File: config.mk
export PLATFORM = sky130hd
export DESIGN_NAME = inst_fetch_queue
export DESIGN_NICKNAME = d
export VERILOG_FILES = /design/src/rtl/inst_fetch_queue.sv
export SDC_FILE = /design/constraint.sdc
export NUM_CORES = 1
export LEC_CHECK = 0
export ABC_CLOCK_PERIOD_IN_PS = 4700
export CORE_UTILIZATION = 35
export DETAILED_ROUTE_END_ITERATION = 6
export GPL_TIMING_DRIVEN = 0
export PLACE_DENSITY_LB_ADDON = 0.1
export SYNTH_ARGS = -nofsm -noshare
export SYNTH_HDL_FRONTEND = slang
export SYNTH_SLANG_ARGS = --single-unit
File: constraint.sdc
create_clock -name clk -period 4.7 [get_ports clk]
set_clock_uncertainty 0.15 [all_clocks]
set_input_delay 0.94 -clock clk [delete_from_list [all_inputs] [get_ports clk]]
set_output_delay 0.94 -clock clk [all_outputs]
set_load 0.05 [all_outputs]
File: src/rtl/inst_fetch_queue.sv
// inst_fetch_queue
//   Prefetch queue in front of the instruction decoder. Issues sequential
//   fetch PCs on an SRAM-like port (req / addr_ok / data_ok), buffers the
//   returned words with their PCs in a DEPTH-entry in-order queue, and hands
//   them to decode over a valid/ready handshake. A redirect flushes the
//   queue, restarts fetch at redirect_pc and drops responses still in flight.
//
// Ports
//   clk, resetn            clock, synchronous active-low reset
//   inst_req/inst_addr     fetch request and its address (current fetch PC)
//   inst_addr_ok           request accepted this cycle
//   inst_rdata/inst_data_ok in-order response word and its strobe
//   redirect_valid/_pc     flush and restart fetch at redirect_pc
//   f_valid/f_inst/f_pc    head entry to decode (zero when not valid)
//   f_ready                decode consumes the head this cycle
module inst_fetch_queue #(
  parameter int unsigned DEPTH    = 4,
  parameter logic [31:0] RESET_PC = 32'hbfc00000
) (
  input  logic        clk,
  input  logic        resetn,
  output logic        inst_req,
  output logic [31:0] inst_addr,
  input  logic        inst_addr_ok,
  input  logic [31:0] inst_rdata,
  input  logic        inst_data_ok,
  input  logic        redirect_valid,
  input  logic [31:0] redirect_pc,
  output logic        f_valid,
  output logic [31:0] f_inst,
  output logic [31:0] f_pc,
  input  logic        f_ready
);

  localparam int unsigned PW = $clog2(DEPTH);
  localparam int unsigned CW = $clog2(DEPTH + 1);
  localparam logic [CW:0] DEPTH_C = DEPTH[CW:0];

  typedef logic [PW-1:0] ptr_t;
  typedef logic [CW-1:0] cnt_t;

  logic [31:0] fetch_pc_q, fetch_pc_d;
  logic [31:0] resp_pc_q, resp_pc_d;
  logic [31:0] inst_mem_q [DEPTH];
  logic [31:0] pc_mem_q   [DEPTH];
  ptr_t        head_q, head_d;
  ptr_t        tail_q, tail_d;
  cnt_t        count_q, count_d;
  cnt_t        outst_q, outst_d;
  cnt_t        discard_q, discard_d;
  logic        f_valid_q, f_valid_d;
  logic [31:0] f_inst_q, f_inst_d;
  logic [31:0] f_pc_q, f_pc_d;

  logic        accept;
  logic        push;
  logic        pop;
  logic [CW:0] credit;

  // Buffered plus outstanding words may never exceed the queue size, so
  // every accepted request is guaranteed a slot when its data returns.
  assign credit    = {1'b0, count_q} + {1'b0, outst_q};
  assign inst_req  = resetn & ~redirect_valid & (credit < DEPTH_C);
  assign inst_addr = fetch_pc_q;
  assign accept    = inst_req & inst_addr_ok;

  assign pop  = f_valid_q & f_ready & ~redirect_valid;
  assign push = inst_data_ok & ~redirect_valid & (discard_q == '0);

  assign f_valid = f_valid_q;
  assign f_inst  = f_inst_q;
  assign f_pc    = f_pc_q;

  always_comb begin
    fetch_pc_d = fetch_pc_q;
    resp_pc_d  = resp_pc_q;
    head_d     = head_q;
    tail_d     = tail_q;
    count_d    = count_q;
    discard_d  = discard_q;
    outst_d    = outst_q + cnt_t'(accept) - cnt_t'(inst_data_ok);

    if (redirect_valid) begin
      fetch_pc_d = redirect_pc;
      resp_pc_d  = redirect_pc;
      head_d     = '0;
      tail_d     = '0;
      count_d    = '0;
      // Everything still in flight after this cycle belongs to the old path.
      discard_d  = outst_q - cnt_t'(inst_data_ok);
    end else begin
      if (accept) fetch_pc_d = fetch_pc_q + 32'd4;
      if (inst_data_ok && (discard_q != '0)) discard_d = discard_q - cnt_t'(1);
      if (push) begin
        tail_d    = tail_q + ptr_t'(1);
        resp_pc_d = resp_pc_q + 32'd4;
      end
      if (pop) head_d = head_q + ptr_t'(1);
      count_d = count_q + cnt_t'(push) - cnt_t'(pop);
    end

    // Head outputs are registered: look ahead at the entry that will be the
    // head after this edge, bypassing the word being pushed when it lands
    // straight at the head slot.
    f_valid_d = (count_d != '0);
    f_inst_d  = '0;
    f_pc_d    = '0;
    if (f_valid_d) begin
      if (push && (head_d == tail_q)) begin
        f_inst_d = inst_rdata;
        f_pc_d   = resp_pc_q;
      end else begin
        f_inst_d = inst_mem_q[head_d];
        f_pc_d   = pc_mem_q[head_d];
      end
    end
  end

  always_ff @(posedge clk) begin
    if (!resetn) begin
      fetch_pc_q <= RESET_PC;
      resp_pc_q  <= RESET_PC;
      head_q     <= '0;
      tail_q     <= '0;
      count_q    <= '0;
      outst_q    <= '0;
      discard_q  <= '0;
      f_valid_q  <= 1'b0;
      f_inst_q   <= '0;
      f_pc_q     <= '0;
    end else begin
      fetch_pc_q <= fetch_pc_d;
      resp_pc_q  <= resp_pc_d;
      head_q     <= head_d;
      tail_q     <= tail_d;
      count_q    <= count_d;
      outst_q    <= outst_d;
      discard_q  <= discard_d;
      f_valid_q  <= f_valid_d;
      f_inst_q   <= f_inst_d;
      f_pc_q     <= f_pc_d;
    end
  end

  always_ff @(posedge clk) begin
    if (resetn && push) begin
      inst_mem_q[tail_q] <= inst_rdata;
      pc_mem_q[tail_q]   <= resp_pc_q;
    end
  end

endmodule
After elaboration in Yosys (flattened, before gate mapping)
Memories as Yosys holds them, arrays and structs flattened. A register that Yosys moved wholly into a read port is not among the register bits.
Index checks and enable logic that the tools add are counted.
Cells by class
  add/subtract/negate cells: 11
  order comparisons: 1
  mux-type cells: 11
  reduce and logical (&&, ||, !) cells: 12
  bitwise logic cells: 9
Operators with widths (number)
  32-bit 2-to-1 mux: 4
  32-bit by 3-bit adder with 32-bit output, second input constant: 2
  3-bit 2-to-1 mux: 3
  3-bit by 1-bit subtractor with 3-bit output: 3
  1-bit AND: 7
  3-bit by 1-bit adder with 3-bit output: 2
  2-bit nonzero test: 3
  3-bit nonzero test: 2
  2-bit by 1-bit adder with 2-bit output, second input constant: 2
  3-bit by 3-bit adder with 4-bit output: 1
  4-bit by 3-bit less-than comparator with 1-bit output, second input constant: 1
  2-bit 2-to-1 mux: 2
  3-bit logical NOT: 1
  3-bit by 1-bit subtractor with 3-bit output, second input constant: 1
  1-bit logical AND: 2
  1-bit logical NOT: 2
  1-bit 2-to-1 mux: 2
  1-bit NOT: 2
  2-bit AND reduction: 1
  2-bit OR reduction: 1
Storage, ports and cells
  bits in writable memories: 256
  bits in registers: 78
  logic and storage cells: 54
  output and inout port bits: 98
  memories: 2
  input port bits: 70
Memory list
  inst_mem_q: words 4, width 32, rd ports 1, clocked after memory_dff 1, write ports 1, line 44  | logic [31:0] inst_mem_q [DEPTH];
  pc_mem_q: words 4, width 32, rd ports 1, clocked after memory_dff 1, write ports 1, line 45  | logic [31:0] pc_mem_q [DEPTH];

Longest topological paths before layout
Gate-level depths: netlist of run 1.
  depth in word-level cells: 9
  mapped depth: 17
  gate-level depth less buffers: 14

Worst setup path after synthesis of run 1
No wires, ideal clock.
  kind: in2reg
  from: input redirect_valid
  to: register f_inst_q[0] (netlist: f_inst[0]) (read register of inst_mem_q)
  stages on the path: 17
  setup time: 0.132 ns
  arrival: 3.755 ns
  path slack: 0.663 ns
  data required time: 4.418 ns
  cell sequence: buf_2 inv_1 clkbuf_1 buf_1 and2_1 ha_1 inv_1 ha_1 inv_1 fa_1 xor2_1 xnor2_1 nand3b_1 nand2_1 clkbuf_1 clkbuf_1 a21oi_1
Between the ends
  longest elaborated chain between the ends: 9
RTL lines
  start: declaration: line 27  | input logic redirect_valid,
  1-bit NOT: line 67, 68
  1-bit AND (2 in a row): line 68  | assign push = inst_data_ok & ~redirect_valid & (discard_q == '0);
  3-bit by 1-bit adder with 3-bit output: line 99  | count_d = count_q + cnt_t'(push) - cnt_t'(pop);
  3-bit by 1-bit subtractor with 3-bit output: line 99
  3-bit 2-to-1 mux: line 83  | if (redirect_valid) begin
  3-bit nonzero test: line 105  | f_valid_d = (count_d != '0);
  2-bit AND reduction (no line)
  1-bit logical NOT (no line)
  end: declaration: line 52  | logic [31:0] f_inst_q, f_inst_d;
Parallel ways exist; a longest one is shown, timed or not.
A chain may end at the register's enable or synchronous reset.

Worst setup path in the final report of run 1
  from: input redirect_valid
  to: register f_pc_q[15] (netlist: f_pc[15]) (read register of pc_mem_q)
Between the ends
  longest elaborated chain between the ends: 9
RTL lines
  1-bit NOT: line 67, 68
  1-bit AND (2 in a row): line 68
  3-bit by 1-bit adder with 3-bit output: line 99
  3-bit by 1-bit subtractor with 3-bit output: line 99
  3-bit 2-to-1 mux: line 83
  3-bit nonzero test: line 105
  2-bit AND reduction (no line)
  1-bit logical NOT (no line)
  end: declaration: line 53  | logic [31:0] f_pc_q, f_pc_d;
Parallel ways exist; a longest one is shown, timed or not.

==> results.md, run 1 <==
- Cell Rows: 77
- Share of power burned in registers: 0.496
- Height of the chip: 215 microns
- Part of the total power dissipated in the clock network: 0.408
- Leading area contributor after synthesis: sky130_fd_sc_hd__edfxtp_1
- Hold path startpoint: inst_addr[0]
- Final estimated routing congestion in global placement: between 0.8 and 0.9
- Worst slew slack as a fraction of its limit: 0.113
- Number of enable-type register cells in the synthesized netlist: 256
- R2R Path Start: discard_q[0]
- Net switching fraction of the power: 0.245
- DIE AREA: 0.0461 sq mm
- Core Region: 0.0444 sq mm
- Unrepaired setup endpoints after global routing: false
- Transition time of the tightest slew-check pin: about 1.3 ns
- Post-synthesis cell type count: 61
- Port-buffer cells: 167
- Pin count of the biggest net entering global routing: between 40 and 50
- Synthesis-stage register bit count: between 300 and 400
- Number of hold buffers added after CTS: 0
- Via count of the first global-routing pass: 10807
- Total routing resource utilization after global routing: 0.185
- Setup slack of the most critical reg-to-reg path: 0.93 ns
- Post-Synthesis Cell Area: 0.0158 sq mm
- Die outline width: 215 microns
- Overall via count from detail_route: 10501
- Initial antenna violation count: 0
- Number of failing setup endpoints in the final timing report: 0
- Worst setup slack after layout: 0.214 ns
- Dpl cell area: 0.0184 sq mm
- Top-level port count: between 150 and 200
- VDD IR-drop max: 0.000272 V
- Net count of the mapped netlist: 1234
- Maximum achievable frequency: 0.223 GHz
- Minimum clock period after layout: 4.49 ns
- Cells after Synth: 1146
- Initial core utilization: 0.357
- Yosys top cell area share: 0.485
- Register area share after synthesis: 0.665
- Crit Path Class: in -> reg
- Static Leakage: 6.40 nW
- Sort of element at the end of the critical path: flip-flop
- Post-route cell area: 0.0198 sq mm
- Count of pins over their slew limit: 0
- Total Routed Length: approximately 42000 microns
- Count of maximum capacitance violations: 0
- Register Area: 0.0105 sq mm
- Switching component of the power: 0.00195 W
- Setup crit start kind: primary input
- Global-route wire length before repair: 65000 microns
- GR Overflow Total: 0
- Post-synth ARST share: 0
- Ranking of synthesized cells by area: sky130_fd_sc_hd__edfxtp_1, sky130_fd_sc_hd__dfxtp_1, sky130_fd_sc_hd__mux4_2
- Worst endpoint data arrival time: 4.76 ns
- Average detailed-routed wire length per instance: roughly 21 microns
- Layout-stage area growth over the synthesis result: 24.8%
- Clock slew at reported path FFs: 0.06 ns
- Count of warnings emitted by yosys: 0
- Count of fill cells added during filler insertion: ~4000
- Post-placement worst setup slack: -1.45 ns
- DR DRC count: 0
- Relative contribution of combinational cells to total power: 0.096
- Hold Vio Cnt, Final: 0
- Critical path fanouts, max: 10
- Final HPWL from detailed placement: 27800 microns
- Worst reg2reg endpoint: f_pc[15]
- Worst hold margin: approximately 0.32 ns
- Final period util: 0.954
- Number of levels the H-tree was split into: 2
- Clock Sink Count: 398
- Number of cells traversed by the worst hold path: 2
- Number of vias per cell after detailed routing: about 5.3
- Combined area of the multi-input logic cells: between 0.004 and 0.005 sq mm
- Clock Root Buffer: sky130_fd_sc_hd__clkbuf_16
- Max clock buf depth: 3
- Initial DRC count: slightly below 800
- Number of cells in the design after placement: 1909
- Layout Cells excl Fill: 1995
- Number of iterations in the first detailed-routing pass: 5
- Mean area per synthesized cell: 13.8 sq um
- Hold Path Sink: inst_addr[0]
- Outcome: completed
- Number of buffers inserted during clock tree synthesis: 44
- TritonCTS clock tree: done
- Worst min-delay path category: reg -> reg
- Number of cells on the worst reg-to-reg path: 17
- Critical Path RT: 4.97 ns
- Pwr per Cell Area: 402 mW/mm^2
- Sum of negative setup slack: 0 ns
- Internal Power: about 0.0060 W
- Total Nets Final: 1454
- Most instantiated flip-flop cell in the synthesis netlist: sky130_fd_sc_hd__edfxtp_1
- Worst-skew pair later-pin latency: between 0.5 and 0.6 ns
- Share of cells above drive strength 1: 0.126
- Post-DRT Antenna Nets: 0
==> per-stage QoR <==
step / total power (W) / utilization
CTS: 0.00804 / 0.444
global route: 0.00824 / 0.445
finish: 0.00795 / 0.445
global placement: 0.00477 / 0.411
detailed placement: 0.00478 / 0.414
floorplan: 0.00445 / -
==> critical path, stage by stage <==
cell and delay (ns):
sky130_fd_sc_hd__clkdlybuf4s50_1 0.62, sky130_fd_sc_hd__clkbuf_4 0.31, sky130_fd_sc_hd__clkinvlp_4 0.20, sky130_fd_sc_hd__buf_2 0.25, sky130_fd_sc_hd__and2_1 0.17, sky130_fd_sc_hd__ha_1 0.26, sky130_fd_sc_hd__inv_1 0.06, sky130_fd_sc_hd__ha_1 0.13
sky130_fd_sc_hd__inv_1 0.05, sky130_fd_sc_hd__fa_1 0.37, sky130_fd_sc_hd__xor2_1 0.16, sky130_fd_sc_hd__xnor2_1 0.21, sky130_fd_sc_hd__nand3b_1 0.11, sky130_fd_sc_hd__nand2_1 0.14, sky130_fd_sc_hd__clkbuf_2 0.31, sky130_fd_sc_hd__buf_2 0.33
sky130_fd_sc_hd__a21oi_1 0.13
==> kinds of logic (layout without fill, tap and decap cells) <==
logic type | count (synthesis) | count (layout) | share of synthesized area
AOI/OAI and AO/OA | 254 | 254 | 0.0875
xor gates and xnor gates | 45 | 45 | 0.0253
adders and majority gates | 18 | 18 | 0.0152
buffers and inverters | 99 | 355 | 0.0257
DFF | 398 | 398 | 0.665
muxes | 67 | 67 | 0.0930
other | 0 | 1 | 0
and+or+nand+nor | 265 | 265 | 0.0887
==> sequential cells by signal, summed over array words and instances, names as in the netlist <==
signal      cells
head_q          2
pc_mem_q      128
inst_mem_q    128
discard_q       3
inst_addr      32
tail_q          2
f_pc           32
f_valid         1
f_inst         32
count_q         3
resp_pc_q      32
outst_q         3
==> what timing repair did <==
item | CTS | global route
setup buffers | 0 | 4
resized for setup | 8 | 5
endpoints found under the hold margin | 0 | 0
endpoints found under the setup margin | 65 | 52
==> cell type report <==
type / count / share of cell area
well taps: 592 / 0.0375
diodes: 1 / 0.000127
multi-input cells: 649 / 0.249
repair buffers: 175 / 0.0913
clock inverters: 15 / 0.00595
inverters: 22 / 0.00437
flip-flops and latches: 398 / 0.533
plain buffers: 76 / 0.0170
clock buffers: 67 / 0.0623
==> cells in the mapped netlist, types with 10 or more instances <==
master / number
sky130_fd_sc_hd__edfxtp_1: 256
sky130_fd_sc_hd__nor3_1: 12
sky130_fd_sc_hd__xor2_1: 28
sky130_fd_sc_hd__nor2_1: 33
sky130_fd_sc_hd__clkbuf_1: 57
sky130_fd_sc_hd__a21oi_1: 112
sky130_fd_sc_hd__dfxtp_1: 142
sky130_fd_sc_hd__o21ai_1: 13
sky130_fd_sc_hd__a31oi_1: 10
sky130_fd_sc_hd__nand2_1: 45
sky130_fd_sc_hd__ha_1: 16
sky130_fd_sc_hd__nand4_1: 25
sky130_fd_sc_hd__and2_1: 12
sky130_fd_sc_hd__nand3_1: 97
sky130_fd_sc_hd__mux4_2: 64
sky130_fd_sc_hd__xnor2_1: 16
sky130_fd_sc_hd__o21ai_0: 88
sky130_fd_sc_hd__inv_1: 20
==> worst max-delay path by stage <==
| stage | to | slack [ns] | from |
|---|---|---|---|
| finish | f_pc[15] | 0.21 | redirect_valid |
| global route | f_pc[15] | 0.007 | redirect_valid |
| CTS | f_pc[13] | 0.05 | redirect_valid |
| detailed placement | f_pc[13] | -1.45 | redirect_valid |
| global placement | f_pc[13] | -1.42 | redirect_valid |
| floorplan | f_inst[0] | 0.66 | redirect_valid |
==> power groups by stage <==
stage	registers, W	clock network (W)	logic [W]
CTS	0.00394	0.00333	0.000770
finish	0.00394	0.00324	0.000765
global placement	0.00401	0	0.000755
global route	0.00396	0.00346	0.000826
detailed placement	0.00401	0	0.000764
floorplan	0.00413	0	0.000320
==> cell usage in the layout (no fill, tap or decap), types with 3 or more instances in the layout <==
cell type / netlist / layout
sky130_fd_sc_hd__a211oi_1: 4 / 4
sky130_fd_sc_hd__a21oi_1: 112 / 112
sky130_fd_sc_hd__a311oi_1: 3 / 3
sky130_fd_sc_hd__a31oi_1: 10 / 10
sky130_fd_sc_hd__and2_1: 12 / 8
sky130_fd_sc_hd__and2_4: 0 / 4
sky130_fd_sc_hd__and3_1: 9 / 9
sky130_fd_sc_hd__and4_1: 5 / 5
sky130_fd_sc_hd__buf_16: 0 / 3
sky130_fd_sc_hd__buf_2: 9 / 11
sky130_fd_sc_hd__buf_4: 6 / 10
sky130_fd_sc_hd__clkbuf_1: 57 / 69
sky130_fd_sc_hd__clkbuf_16: 0 / 45
sky130_fd_sc_hd__clkbuf_2: 2 / 6
sky130_fd_sc_hd__clkbuf_4: 0 / 3
sky130_fd_sc_hd__clkdlybuf4s50_1: 0 / 167
sky130_fd_sc_hd__clkinv_2: 0 / 9
sky130_fd_sc_hd__dfxtp_1: 142 / 142
sky130_fd_sc_hd__edfxtp_1: 256 / 256
sky130_fd_sc_hd__ha_1: 16 / 16
sky130_fd_sc_hd__inv_1: 20 / 19
sky130_fd_sc_hd__mux4_2: 64 / 64
sky130_fd_sc_hd__nand2_1: 45 / 45
sky130_fd_sc_hd__nand3_1: 97 / 97
sky130_fd_sc_hd__nand4_1: 25 / 25
sky130_fd_sc_hd__nor2_1: 33 / 33
sky130_fd_sc_hd__nor3_1: 12 / 12
sky130_fd_sc_hd__nor4_1: 3 / 3
sky130_fd_sc_hd__o211ai_1: 6 / 6
sky130_fd_sc_hd__o21ai_0: 88 / 88
sky130_fd_sc_hd__o21ai_1: 13 / 13
sky130_fd_sc_hd__o311ai_0: 4 / 4
sky130_fd_sc_hd__or3_1: 3 / 3
sky130_fd_sc_hd__or4_1: 4 / 4
sky130_fd_sc_hd__xnor2_1: 16 / 16
sky130_fd_sc_hd__xor2_1: 28 / 28
==> routing by layer <==
metal | vias to the layer above | part of all wire | global-route usage | wire (microns)
li1 | 4840 | - | - | -
met1 | 5244 | 0.45 | 0.248 | 18800
met2 | 344 | 0.47 | 0.300 | 20000
met3 | 73 | 0.053 | 0.0328 | 2230
met4 | 0 | 0.029 | 0.0714 | 1220
met5 | - | 0 | 0 | 0
Note: power is estimated with default switching activity, not from simulation.
==> run 2: changes to the inputs <==
--- a/config.mk
+++ b/config.mk
@@ -6,6 +6,9 @@
 export NUM_CORES = 1
 export LEC_CHECK = 0
 export ABC_CLOCK_PERIOD_IN_PS = 4700
+export CELL_PAD_IN_SITES_DETAIL_PLACEMENT = 0
+export CELL_PAD_IN_SITES_GLOBAL_PLACEMENT = 1
+export CORE_MARGIN = 8
 export CORE_UTILIZATION = 35
 export DETAILED_ROUTE_END_ITERATION = 6
 export GPL_TIMING_DRIVEN = 0
==> run 2 against run 1 <==
Net effect: utilization shrank 0.45 points; wire length up 4.9%; register-to-register slack worse by 0.07 ns; clock-buffer cell count is 11 lower; first-iteration DRC count is 4.6% higher; worst hold slack worse by 0.0036 ns; combinational power hardly changed; clock power up 3%; critical path type unchanged; highest routed layer is now met5.
==> results.md, run 2 (same netlist as run 1, synthesis figures left out) <==
- Crit path buf inv count: 8
- Average detailed-routed wire length per instance: 22.2 microns
- Number of failing setup endpoints in the final timing report: 0
- Pwr per Cell Area: 406 mW/mm^2
- Number of cells in the design after placement: 1917
- Clock Sink Count: between 300 and 400
- Most common cell after layout, fill and taps aside: sky130_fd_sc_hd__edfxtp_1
- Regs by FF count: inst_mem_q (128), pc_mem_q (128)
- Post-DRT Antenna Nets: 0
- Hold Vio Cnt, Final: 0
- Static Leakage: 6.42 nW
- Layout Cells excl Fill: 2001
- Count of fill cells added during filler insertion: between 4000 and 5000
- Worst min-delay path category: reg -> reg
- Clock Root Buffer: sky130_fd_sc_hd__clkbuf_16
- Core Region: 0.0450 sq mm
- Leading cell types in the layout, fill and taps excluded: sky130_fd_sc_hd__edfxtp_1, sky130_fd_sc_hd__clkdlybuf4s50_1, sky130_fd_sc_hd__dfxtp_1
- R2R Path Start: discard_q[0]
- DR DRC count: 0
- Clock slew at reported path FFs: 0.06 ns
- Number of vias per cell after detailed routing: roughly 5.2
- Global-route wire length before repair: 67700 microns
- Worst path max stage delay: ~0.63 ns
- Initial DRC count: between 800 and 900
- Highest-delay cell along the critical path: sky130_fd_sc_hd__clkdlybuf4s50_1
- VDD IR-drop max: 0.000218 V
- Worst endpoint data arrival time: 4.83 ns
- Top-level port count: roughly 170
- Number of levels the H-tree was split into: 2
- Number of hold buffers added after CTS: 0
- Maximum achievable frequency: 0.219 GHz
- Initial antenna violation count: 1
- Count of maximum capacitance violations: 0
- Critical Path RT: 4.96 ns
- Relative contribution of combinational cells to total power: 0.095
- Outcome: completed
- GR Overflow Total: 0
- Pin count of the biggest net entering global routing: 53
- Share of cells above drive strength 1: 0.126
- Number of cells on the worst reg-to-reg path: 17
- Combined area of the multi-input logic cells: 0.00493 sq mm
- Post-placement worst setup slack: -1.46 ns
- Worst slew slack as a fraction of its limit: 0.201
- Internal Power: between 0.006 and 0.007 W
- Hold Path Sink: inst_addr[1]
- Net switching fraction of the power: 0.247
- Worst setup slack after layout: 0.131 ns
- Ant. Diodes: 0
- Sort of element at the end of the critical path: flip-flop
- Worst-skew pair later-pin latency: 0.56 ns
- Worst hold margin: 0.319 ns
- Max clock buf depth: 3
- Final period util: 0.972
- Switching component of the power: a little under 0.002 W
- Cell Rows: 78
- DIE AREA: 0.0523 sq mm
- Setup crit start kind: primary input
- Share of power burned in registers: 0.489
- Total Nets Final: 1454
- Crit Path Class: in -> reg
- Hold path startpoint: inst_addr[1]
- TritonCTS clock tree: done
- Crit-path leading delay family: buffers and inverters
- Sum of negative setup slack: 0 ns
- Transition time of the tightest slew-check pin: 1.19 ns
- Overall via count from detail_route: around 10000
- Height of the chip: 229 microns
- Port-buffer cells: 167
- Number of buffers inserted during clock tree synthesis: 45
- Number of cells traversed by the worst hold path: 2
- Initial core utilization: 0.352
- Total Routed Length: 44300 microns
- Final HPWL from detailed placement: 29400 microns
- Worst-path cell chain: clkdlybuf4s50_1 -> clkbuf_4 -> clkinvlp_4 -> buf_2 -> and2_1 -> ha_1 -> inv_1 -> ha_1 -> inv_1 -> fa_1 -> xor2_1 -> xnor2_1 -> nand3b_1 -> nand2_1 -> clkbuf_2 -> clkbuf_2 -> a21oi_1
- Final estimated routing congestion in global placement: 0.799
- Count of pins over their slew limit: 0
- Via count of the first global-routing pass: around 11000
- Critical path fanouts, max: 10
- Die outline width: 229 microns
- Minimum clock period after layout: 4.57 ns
- Total routing resource utilization after global routing: 0.166
- Worst reg2reg endpoint: f_pc[4]
- Setup slack of the most critical reg-to-reg path: 0.86 ns
- Part of the total power dissipated in the clock network: 0.416
- Register Area: roughly 0.011 sq mm
- Number of iterations in the first detailed-routing pass: 5
- Unrepaired setup endpoints after global routing: false
- Layout-stage area growth over the synthesis result: 25.1%
==> run 2: final cells by class <==
cell class,instances,area share
Timing Repair Buffer,174,0.0910
Inverter,22,0.00435
Tap cell,600,0.0379
Clock buffer,56,0.0594
Clock inverter,26,0.0109
Sequential cell,398,0.531
Multi-Input combinational cell,649,0.248
Buffer,76,0.0169
==> run 2: stage by stage <==
stage                     power, W  area (sq um)  utilization
after floorplan            0.00445         15800            -
after global placement     0.00478         18300        0.406
after detailed placement   0.00478         18400        0.409
after CTS                  0.00816         19800        0.440
after global routing       0.00836         19800        0.441
final                      0.00805         19800        0.441
==> run 2: power groups by stage <==
stage / sequential (W) / combinational (W) / clock [W]
finish: 0.00394 / 0.000766 / 0.00335
global route: 0.00395 / 0.000831 / 0.00357
CTS: 0.00394 / 0.000775 / 0.00344
detailed placement: 0.00401 / 0.000769 / 0
global placement: 0.00401 / 0.000763 / 0
floorplan: 0.00413 / 0.000320 / 0
==> run 2: worst max-delay path by stage <==
stage                        start         to  slack, ns  depth (start not counted)
CTS                 redirect_valid    f_pc[4]       0.05                         17
detailed placement  redirect_valid   f_pc[13]      -1.46                         18
global placement    redirect_valid   f_pc[16]      -1.48                         18
floorplan           redirect_valid  f_inst[0]       0.66                         17
global route        redirect_valid   f_pc[13]       0.02                         17
finish              redirect_valid    f_pc[4]       0.13                         17
==> run 2: timing repair <==
| action | 4_1_cts | 5_1_grt |
|---|---|---|
| endpoints found under the hold margin | 0 | 0 |
| buffers inserted | 0 | 3 |
| resized for setup | 8 | 2 |
| setup endpoints to repair | 65 | 54 |
| gates cloned | 0 | 0 |
==> run 2: layer usage <==
layer	vias up	wire length (microns)	GRT usage	share of wire
met5	-	13	0	0.00029
met4	2	912	0.0464	0.021
met3	64	2380	0.0346	0.054
met2	284	21500	0.279	0.48
met1	5235	19600	0.214	0.44
li1	4860	-	-	-
==> run 2: worst min-delay path, cell delays in order, from the launching register on <==
cell	delay [ns]
sky130_fd_sc_hd__dfxtp_1	0.31
sky130_fd_sc_hd__nand2_1	0.05
sky130_fd_sc_hd__a21oi_1	0.05
